### src/rtl/mem_access_pkg.sv
// Shared types for the MEM-stage access unit: opcodes, access-type encoding, FSM states.
// Opcode decode and load/store classification helpers live here so top and lane logic agree.
package mem_access_pkg;

    localparam logic [5:0] OP_LB  = 6'h20;
    localparam logic [5:0] OP_LH  = 6'h21;
    localparam logic [5:0] OP_LW  = 6'h23;
    localparam logic [5:0] OP_LBU = 6'h24;
    localparam logic [5:0] OP_LHU = 6'h25;
    localparam logic [5:0] OP_SB  = 6'h28;
    localparam logic [5:0] OP_SH  = 6'h29;
    localparam logic [5:0] OP_SW  = 6'h2b;

    typedef enum logic [2:0] {
        ACC_LB  = 3'b000,
        ACC_LBU = 3'b001,
        ACC_LH  = 3'b010,
        ACC_LHU = 3'b011,
        ACC_LW  = 3'b100,
        ACC_SB  = 3'b101,
        ACC_SH  = 3'b110,
        ACC_SW  = 3'b111
    } acc_t;

    typedef enum logic [1:0] {
        IDLE = 2'd0,
        REQ  = 2'd1,
        DONE = 2'd2
    } state_t;

    typedef struct packed {
        logic is_mem;
        acc_t typ;
    } dec_t;

    function automatic dec_t decode_op(input logic [5:0] op);
        dec_t d;
        d.is_mem = 1'b1;
        d.typ    = ACC_LW;
        case (op)
            OP_LB:   d.typ = ACC_LB;
            OP_LBU:  d.typ = ACC_LBU;
            OP_LH:   d.typ = ACC_LH;
            OP_LHU:  d.typ = ACC_LHU;
            OP_LW:   d.typ = ACC_LW;
            OP_SB:   d.typ = ACC_SB;
            OP_SH:   d.typ = ACC_SH;
            OP_SW:   d.typ = ACC_SW;
            default: d.is_mem = 1'b0;
        endcase
        return d;
    endfunction

    // Stores are the three codes with bit 2 set other than LW.
    function automatic logic is_store(input acc_t typ);
        return typ[2] & (typ[1] | typ[0]);
    endfunction

endpackage

### src/rtl/mem_lane_align.sv
// Combinational byte-lane steering: byte enables, store replication, load extract/extend.
// The misalign flag port exists only when MEM_ALIGN_EXC_EN is defined.
module mem_lane_align
    import mem_access_pkg::*;
(
    input  acc_t        typ,
    input  logic [1:0]  a,
    input  logic [31:0] wdata,
    input  logic [31:0] rdata,
    output logic [3:0]  be,
    output logic [31:0] bus_wdata,
    output logic [31:0] load_data
`ifdef MEM_ALIGN_EXC_EN
    ,
    output logic        misalign
`endif
);

    logic [31:0] shifted;
    logic [7:0]  byte_v;
    logic [15:0] half_v;

    assign shifted = rdata >> {a, 3'b000};
    assign byte_v  = shifted[7:0];
    // Half selection looks at a[1] only, so an odd half address degrades to aligned.
    assign half_v  = a[1] ? rdata[31:16] : rdata[15:0];

    always_comb begin
        be        = 4'b0000;
        bus_wdata = 32'h0;
        load_data = 32'h0;
        case (typ)
            ACC_LB: begin
                be        = 4'b0001 << a;
                load_data = {{24{byte_v[7]}}, byte_v};
            end
            ACC_LBU: begin
                be        = 4'b0001 << a;
                load_data = {24'h0, byte_v};
            end
            ACC_LH: begin
                be        = a[1] ? 4'b1100 : 4'b0011;
                load_data = {{16{half_v[15]}}, half_v};
            end
            ACC_LHU: begin
                be        = a[1] ? 4'b1100 : 4'b0011;
                load_data = {16'h0, half_v};
            end
            ACC_LW: begin
                be        = 4'b1111;
                load_data = rdata;
            end
            ACC_SB: begin
                be        = 4'b0001 << a;
                bus_wdata = {4{wdata[7:0]}};
            end
            ACC_SH: begin
                be        = a[1] ? 4'b1100 : 4'b0011;
                bus_wdata = {2{wdata[15:0]}};
            end
            ACC_SW: begin
                be        = 4'b1111;
                bus_wdata = wdata;
            end
            default: begin
                be = 4'b0000;
            end
        endcase
    end

`ifdef MEM_ALIGN_EXC_EN
    always_comb begin
        misalign = 1'b0;
        case (typ)
            ACC_LH, ACC_LHU, ACC_SH: misalign = a[0];
            ACC_LW, ACC_SW:          misalign = |a;
            default:                 misalign = 1'b0;
        endcase
    end
`endif

endmodule

### src/rtl/mem_access_unit.sv
// MEM-stage data-memory access unit: req/ack bus master with wait timeout and pipeline stall.
// Defining MEM_ALIGN_EXC_EN adds adel/ades outputs and skips the bus for misaligned accesses.
//
//  state | meaning
//  IDLE  | no access in flight; a valid mem op stalls and issues
//  REQ   | bus_req held until bus_ack or wait budget runs out
//  DONE  | one-cycle completion: done, rdata_m, bus_err/adel/ades
module mem_access_unit
    import mem_access_pkg::*;
#(
    parameter int ADDR_W   = 32,
    parameter int MAX_WAIT = 15
) (
    input  logic              clk,
    input  logic              reset,
    input  logic [31:0]       ir_m,
    input  logic              valid_m,
    input  logic [ADDR_W-1:0] addr_m,
    input  logic [31:0]       wdata_m,
    output logic              stall_m,
    output logic              done,
    output logic [31:0]       rdata_m,
    output logic              bus_err,
    output logic              bus_req,
    output logic              bus_we,
    output logic [3:0]        bus_be,
    output logic [ADDR_W-3:0] bus_addr,
    output logic [31:0]       bus_wdata,
    input  logic              bus_ack,
    input  logic [31:0]       bus_rdata
`ifdef MEM_ALIGN_EXC_EN
    ,
    output logic              adel,
    output logic              ades
`endif
);

    localparam logic [7:0] WAIT_LOAD = 8'(MAX_WAIT - 1);

    state_t            state, state_nx;
    dec_t              dec;
    logic              start;
    acc_t              type_q;
    logic [ADDR_W-1:0] addr_q;
    logic [31:0]       wdata_q;
    logic [31:0]       rdata_q;
    logic              err_q;
    logic [7:0]        wait_cnt;
    acc_t              sel_type;
    logic [1:0]        sel_a;
    logic [3:0]        be;
    logic [31:0]       lane_wdata;
    logic [31:0]       load_data;
    logic              unused_ir;

    assign unused_ir = ^ir_m[25:0];
    assign dec       = decode_op(ir_m[31:26]);
    assign start     = valid_m & dec.is_mem;

    // Live inputs feed the lane logic in IDLE so misalignment is known before issue.
    assign sel_type = (state == IDLE) ? dec.typ      : type_q;
    assign sel_a    = (state == IDLE) ? addr_m[1:0]  : addr_q[1:0];

`ifdef MEM_ALIGN_EXC_EN
    logic misalign;
    logic exc_q;

    mem_lane_align u_align (
        .typ       (sel_type),
        .a         (sel_a),
        .wdata     (wdata_q),
        .rdata     (bus_rdata),
        .be        (be),
        .bus_wdata (lane_wdata),
        .load_data (load_data),
        .misalign  (misalign)
    );
`else
    mem_lane_align u_align (
        .typ       (sel_type),
        .a         (sel_a),
        .wdata     (wdata_q),
        .rdata     (bus_rdata),
        .be        (be),
        .bus_wdata (lane_wdata),
        .load_data (load_data)
    );
`endif

    always_ff @(posedge clk) begin
        if (reset) begin
            state    <= IDLE;
            type_q   <= ACC_LB;
            addr_q   <= '0;
            wdata_q  <= 32'h0;
            rdata_q  <= 32'h0;
            err_q    <= 1'b0;
            wait_cnt <= 8'h0;
`ifdef MEM_ALIGN_EXC_EN
            exc_q    <= 1'b0;
`endif
        end else begin
            state <= state_nx;
            case (state)
                IDLE: if (start) begin
                    type_q   <= dec.typ;
                    addr_q   <= addr_m;
                    wdata_q  <= wdata_m;
                    rdata_q  <= 32'h0;
                    err_q    <= 1'b0;
                    wait_cnt <= WAIT_LOAD;
`ifdef MEM_ALIGN_EXC_EN
                    exc_q    <= misalign;
`endif
                end
                REQ: begin
                    // Ack on the last allowed cycle takes priority over the timeout.
                    if (bus_ack) begin
                        rdata_q <= is_store(type_q) ? 32'h0 : load_data;
                    end else if (wait_cnt == 8'h0) begin
                        err_q   <= 1'b1;
                        rdata_q <= 32'h0;
                    end else begin
                        wait_cnt <= wait_cnt - 8'h1;
                    end
                end
                default: ;
            endcase
        end
    end

    always_comb begin
        state_nx = state;
        stall_m  = 1'b0;
        bus_req  = 1'b0;
        done     = 1'b0;
        case (state)
            IDLE: begin
                if (start) begin
                    stall_m  = 1'b1;
                    state_nx = REQ;
`ifdef MEM_ALIGN_EXC_EN
                    if (misalign) state_nx = DONE;
`endif
                end
            end
            REQ: begin
                stall_m = 1'b1;
                bus_req = 1'b1;
                if (bus_ack || wait_cnt == 8'h0) state_nx = DONE;
            end
            DONE: begin
                done     = 1'b1;
                state_nx = IDLE;
            end
            default: state_nx = IDLE;
        endcase
    end

    assign bus_we    = bus_req & is_store(type_q);
    assign bus_be    = bus_req ? be : 4'b0000;
    assign bus_addr  = bus_req ? addr_q[ADDR_W-1:2] : '0;
    assign bus_wdata = bus_req ? lane_wdata : 32'h0;
    assign rdata_m   = done ? rdata_q : 32'h0;
    assign bus_err   = done & err_q;

`ifdef MEM_ALIGN_EXC_EN
    assign adel = done & exc_q & ~is_store(type_q);
    assign ades = done & exc_q &  is_store(type_q);
`endif

endmodule
### config.mk
export PLATFORM = sky130hd
export DESIGN_NAME = mem_access_unit
export DESIGN_NICKNAME = d
export VERILOG_FILES = /design/src/rtl/mem_access_pkg.sv /design/src/rtl/mem_lane_align.sv /design/src/rtl/mem_access_unit.sv
export SDC_FILE = /design/constraint.sdc
export NUM_CORES = 1
export LEC_CHECK = 0
export ABC_AREA = 1
export BUFFER_PORTS_ARGS = -buffer_cell sky130_fd_sc_hd__buf_2
export CORE_MARGIN = 3
export CORE_UTILIZATION = 53
export DETAILED_ROUTE_END_ITERATION = 10
export PLACE_DENSITY = 0.91
export SLEW_MARGIN = 10
export SYNTH_ARGS = -nofsm -noshare
export SYNTH_HDL_FRONTEND = slang
export SYNTH_SLANG_ARGS = --single-unit
export TNS_END_PERCENT = 5
### constraint.sdc
create_clock -name clk -period 3.9 [get_ports clk]
set_input_delay 0 -clock clk [delete_from_list [all_inputs] [get_ports clk]]
set_output_delay 0 -clock clk [all_outputs]
set_load 0.005 [all_outputs]
==> results of run 1 <==
## repair_timing
action	in CTS	in global routing
hold buffers	72	0
gates resized for setup	0	0
endpoints found under the hold margin	73	0
endpoints found under the setup margin	0	0
## flip-flops by register name (all words and copies together), names as in the netlist
name and count:
state 2, type_q 3, addr_q 32, err_q 1, wait_cnt 8, rdata_q 32
wdata_q 32
## path summary, 6_finish.rpt
check,slack [ps],to,startpoint,depth (start not counted)
worst max-delay path,630,bus_wdata[26],state[1],11
worst min-delay path,10,rdata_q[5],bus_rdata[5],5
worst max register to register,1130,wait_cnt[5],state[1],9
worst min register to register,470,err_q,err_q,2
## worst min-delay path: stages
cell and delay, ps:
buf_2 120, nand2_1 60, nand2_1 60, nand2_1 60
a21oi_1 50
## metrics by stage
step / util (%) / std cells / power, uW / hold WS (ps) / setup slack, ps
floorplan: - / 949 / 1410 / 139 / 2130
finish: 74.9 / 1335 / 2300 / 14.7 / 629
detailed placement: 66.1 / 1247 / 1530 / 259 / 1310
global placement: 66.1 / 1247 / 1520 / 254 / 1310
global route: 74.9 / 1335 / 2380 / 21.0 / 475
CTS: 74.9 / 1335 / 2270 / 2.51 / 883
## final cells by class
class	instances	area (um2)	share of cell area (%)
Multi-Input combinational cell	648	2990	37.9
Sequential cell	110	2200	27.9
Timing Repair Buffer	288	1820	23.1
Inverter	137	514	6.51
Tap cell	136	170	2.15
Clock buffer	9	124	1.57
Clock inverter	7	76.3	0.966
## power by group
group / internal (uW) / switching (uW)
Sequential: 1160 / 17.4
Combinational: 168 / 253
Clock: 255 / 452
Total: 1580 / 722
## cell families after synthesis
kind of cell,synth area share [%]
adders and majority gates,0.424
xor gates and xnor gates,0.445
AOI/OAI and AO/OA,17.4
muxes,0.339
DFF,37.3
and+or+nand+nor,31.8
buffers and inverters,12.3
## cells in the mapped netlist, types with 3 or more instances
cell / number / area [um2]
xor2_1: 3 / 26.3
inv_2: 4 / 15.0
nand3_1: 59 / 295
nand4_1: 28 / 175
o21ai_0: 58 / 290
buf_2: 4 / 20.0
nand2_1: 251 / 942
o211ai_1: 16 / 120
nor2_1: 99 / 372
buf_1: 4 / 15.0
clkbuf_1: 45 / 169
a21oi_1: 116 / 581
dfxtp_1: 110 / 2200
inv_1: 131 / 492
## per-layer routing
| metal | global-route usage (%) | routed length (um) | vias to the layer above |
|---|---|---|---|
| li1 | - | - | 3505 |
| met1 | 40.4 | 7860 | 3328 |
| met2 | 58.1 | 10400 | 619 |
| met3 | 9.08 | 2720 | 169 |
| met4 | 20.5 | 1500 | 0 |
| met5 | 0 | 0 | - |
==> flow_metrics.tcl, run 1 <==
set metrics [dict create \
    setup.worst_path.end_class "primary output" \
    outcome "finished clean" \
    detail-route-antenna-nets 0 \
    root_buffer "clkbuf_8" \
    synth_area_um2 5900 \
    fp.coreArea_um2 10600 \
    post_drt_wl_per_cell_um 16.9 \
    vias 7621 \
    setup_tns_ps 0 \
    yosysUniqueCellTypes 29 \
    syn_nets 1083 \
    ys_async_sr_fraction_pct 0 \
    grt-ovfl-total 0 \
    maxCapViolations 0 \
    area_delta_synth_final_pct 33.8 \
    cpMaxStageDelayCell "nand2_1" \
    io_pins 235 \
    ys_seq_area_share_pct 37.3 \
    slew_violations 0 \
    crit_chain "nor2_2, nand3_1, nand2_1, buf_4, nand3_2, inv_1, nand2_1, o211ai_1, nand2_1, inv_1, buf_2" \
    first_pass_iters 8 \
    fin_skew_ps 13.6 \
    clock_path_buffers 2 \
    worst_ep_arrival_time_ps 3270 \
    layout.cells.most_common "nand2_1" \
    finalWirelength_mm 22.5 \
    place_congestion 0.917 \
    rows 37 \
    antenna_found_initial 0 \
    critPathMostFrequentCell "nand2_1" \
    cts_tree "yes" \
    first_iter_violations 910 \
    max_freq_mhz 306 \
    via_per_inst 5.71 \
    irDropWorstVdd_mv 0.236 \
    grt_pass1_wl_mm 35.8 \
    ys_ff_latch 110 \
    required_ps 3900 \
    htreeDepth 3 \
    worstPathBufferInverterCount 4 \
    hp-class "in -> reg" \
    fillers 749 \
    track_usage_pct 34.9 \
    power_density_nw_per_um2 291 \
    cts.clk_slew.worst_paths_ps 110 \
    cpLargestDelayFamily "simple AND/OR/NAND/NOR gates" \
    post_cts_buffers 0 \
    start_util_pct 55.9 \
    synth_ff_type "dfxtp_1" \
    clkLatencyLatePin_ps 380 \
    io_buffers 208 \
    numCtsBuffers 9 \
    final_cell_mix "251 x nand2_1, 208 x buf_2, 131 x inv_1, 116 x a21oi_1, 110 x dfxtp_1" \
    dpl-instance-area_um2 6980 \
    layout-drive-gt1-share_pct 20.8 \
    die_area_um2 12400 \
    yosysWarnings 0 \
    grt_pass1_vias 7344 \
    clock-sinks 110 \
    drc 0 \
    synth_edf_count 0 \
    hold_viol 0 \
    rsz0062_at_grt "no" \
    setup_viol 0 \
    min_period_ps 3270 \
    power.leakage_uw 0.00366 \
    cp-start-kind "flip-flop" \
    slew_headroom_pct 27.0 \
    syn_inst 949 \
    grt_max_degree 64 \
    n_antenna_cell 0 \
    path_class "reg -> out" \
    tightest_slew_ps 1090 \
    die_w_um 112 \
    nNetsFinal 1328 \
    dp_hpwl_mm 12.4 \
    final_cell_area_um2 7900 \
    die_y_um 112 \
    path_max_fanout 17 \
    avgSynthCellArea_um2 6.22 \
    max_stage_delay_ps 470 \
    fin_crit_sh_pct 83.9 \
]
Power figures use the tool's default switching activity.
==> run 2, diff against run 1 <==
--- a/config.mk
+++ b/config.mk
@@ -8,9 +8,9 @@
 export ABC_AREA = 1
 export BUFFER_PORTS_ARGS = -buffer_cell sky130_fd_sc_hd__buf_2
 export CORE_MARGIN = 3
-export CORE_UTILIZATION = 53
+export CORE_UTILIZATION = 49
 export DETAILED_ROUTE_END_ITERATION = 10
-export PLACE_DENSITY = 0.91
+export PLACE_DENSITY = 0.86
 export SLEW_MARGIN = 10
 export SYNTH_ARGS = -nofsm -noshare
 export SYNTH_HDL_FRONTEND = slang
==> constraint.sdc (replaced) <==
create_clock -name clk -period 3.1 [get_ports clk]
set_input_delay 0 -clock clk [delete_from_list [all_inputs] [get_ports clk]]
set_output_delay 0 -clock clk [all_outputs]
set_load 0.005 [all_outputs]
==> run 2 against run 1 <==
- core utilization fell by 6.3 points
- largest power group unchanged
- cell area rose by 0.79%
- sequential cell count did not move
- critical path depth fell by 1
- register-to-register slack got worse by 410 ps
- first-iteration DRC count fell by 5.3%
- clock-buffer cell count did not move
==> flow_metrics.tcl, run 2 (same netlist as run 1, synthesis figures left out) <==
set metrics [dict create \
    max_freq_mhz 360 \
    cp-start-kind "flip-flop" \
    cp-endpoint "bus_wdata[30]" \
    dp_hpwl_mm 12.2 \
    tightest_slew_ps 1050 \
    final_cell_area_um2 7960 \
    grt_pass1_wl_mm 31.4 \
    area_delta_synth_final_pct 34.9 \
    power_density_nw_per_um2 394 \
    startpoint "state[1]" \
    slew_headroom_pct 29.3 \
    die_y_um 116 \
    r2r_end "rdata_q[8]" \
    setup_viol 0 \
    rsz0062_at_grt "no" \
    track_usage_pct 29.1 \
    routed.top_layer "met4" \
    cts.clk_slew.worst_paths_ps 80 \
    slew_violations 0 \
    outcome "finished clean" \
    first_iter_violations 862 \
    finalPower_uw 3140 \
    reg_top3 "addr_q: 32 flops, rdata_q: 32 flops, wdata_q: 32 flops" \
    final_util_pct 68.6 \
    multiInputGateArea_um2 3000 \
    path_max_fanout 12 \
    grt_pass1_vias 6679 \
    finalWirelength_mm 20.1 \
    fp.coreArea_um2 11600 \
    clock-sinks 110 \
    path_class "reg -> out" \
    detail-route-antenna-nets 0 \
    dr_wl_met2_mm 9.63 \
    start_util_pct 50.8 \
    fin_crit_sh_pct 89.5 \
    post_cts_buffers 0 \
    fin_skew_ps 11.3 \
    p_switching_uw 906 \
    setup_tns_ps 0 \
    layout-drive-gt1-share_pct 21.2 \
    clock_path_buffers 2 \
    hp-class "in -> reg" \
    clkLatencyLatePin_ps 350 \
    io_buffers 208 \
    fillers 972 \
    met3_length_mm 1.92 \
    reg2reg_depth 13 \
    holdWs_ps 8.72 \
    final_cell_mix "251 x nand2_1, 208 x buf_2, 131 x inv_1, 116 x a21oi_1, 110 x dfxtp_1" \
    r2r_slack_ps 720 \
    swShare_pct 28.8 \
    layout.cells.most_common "nand2_1" \
    hold_viol 0 \
    worst_ep_arrival_time_ps 2770 \
    vias 7190 \
    power_frac_clock_pct 36.9 \
    wirelength_met1_mm 7.83 \
    p_int_uw 2230 \
    drc 0 \
    root_buffer "clkbuf_16" \
    n_antenna_cell 0 \
    required_ps 3100 \
    antenna_found_initial 0 \
    r2r_start "state[1]" \
    hold_path.startpoint "bus_rdata[1]" \
    ff_latch_area_um2 2200 \
    via_per_inst 5.37 \
    grt-ovfl-total 0 \
    die_area_um2 13400 \
    rows 39 \
    setup.worst_path.end_class "primary output" \
    power_frac_comb_pct 16.2 \
    dpl-instance-area_um2 7010 \
    numCtsBuffers 9 \
    post_drt_wl_per_cell_um 15.0 \
    htreeDepth 3 \
    cts_tree "yes" \
    power_frac_seq_pct 46.9 \
    irDropWorstVdd_mv 0.252 \
    power.leakage_uw 0.00369 \
    die_w_um 116 \
    place_congestion 0.898 \
    first_pass_iters 5 \
    grt_max_degree 72 \
    maxCapViolations 0 \
    nNetsFinal 1324 \
    min_period_ps 2770 \
    io_pins 235 \
]
run 2: cell count changes in the layout (fill, tap and decap cells not counted), moves of 2 or more:
cell	delta
clkbuf_16	+9
clkbuf_8	-9
dlygate4sd3_1	-7
buf_4	+3
inv_6	+2
run 2: power by group through the flow:
stage	Combinational, uW	Sequential (uW)	Clock (uW)
3_5_place_dp	421	1500	0
2_1_floorplan	277	1500	0
5_1_grt	562	1480	1240
4_1_cts	486	1470	1170
3_3_place_gp	416	1500	0
6_report	509	1470	1160
run 2: repair_timing:
| action | 4_1_cts | 5_1_grt |
|---|---|---|
| hold buffers | 65 | 0 |
| hold endpoints to repair | 65 | 0 |
| setup endpoints to repair | 0 | 2 |
| gates resized for setup | 0 | 3 |
run 2: worst min path at each step:
stage	slack (ps)	depth (start not counted)	end
final	9	5	rdata_q[1]
after global routing	30	5	rdata_q[5]
after CTS	5	5	rdata_q[1]
after detailed placement	260	3	wdata_q[20]
after global placement	250	3	wdata_q[20]
after floorplan	140	2	addr_q[0]
run 2: routing by layer:
metal  global-route usage, %  vias to the layer above
met2                    49.0                      432
met3                    6.27                       69
met4                    14.4                        0
met5                       0                        -
li1                        -                     3497
met1                    35.2                     3192
run 2: layout make-up:
cell class	count	area share, %
Timing Repair Buffer	284	22.3
Clock inverter	7	0.864
Sequential cell	110	27.7
Tap cell	143	2.25
Inverter	137	6.49
Clock buffer	9	2.83
Multi-Input combinational cell	648	37.6
run 2: critical path: stages, from the launching register on:
cell,delay (ps)
dfxtp_1,350
nor2_2,370
nand3_1,140
nand2_1,410
nand3_2,350
inv_1,310
nand2_1,90
o211ai_1,110
nand2_1,120
inv_1,80
buf_2,110
run 2: through the flow:
stage,setup WS (ps),cells
after floorplan,1330,949
after global placement,678,1257
after detailed placement,644,1257
after CTS,263,1338
after global routing,133,1338
final,325,1338
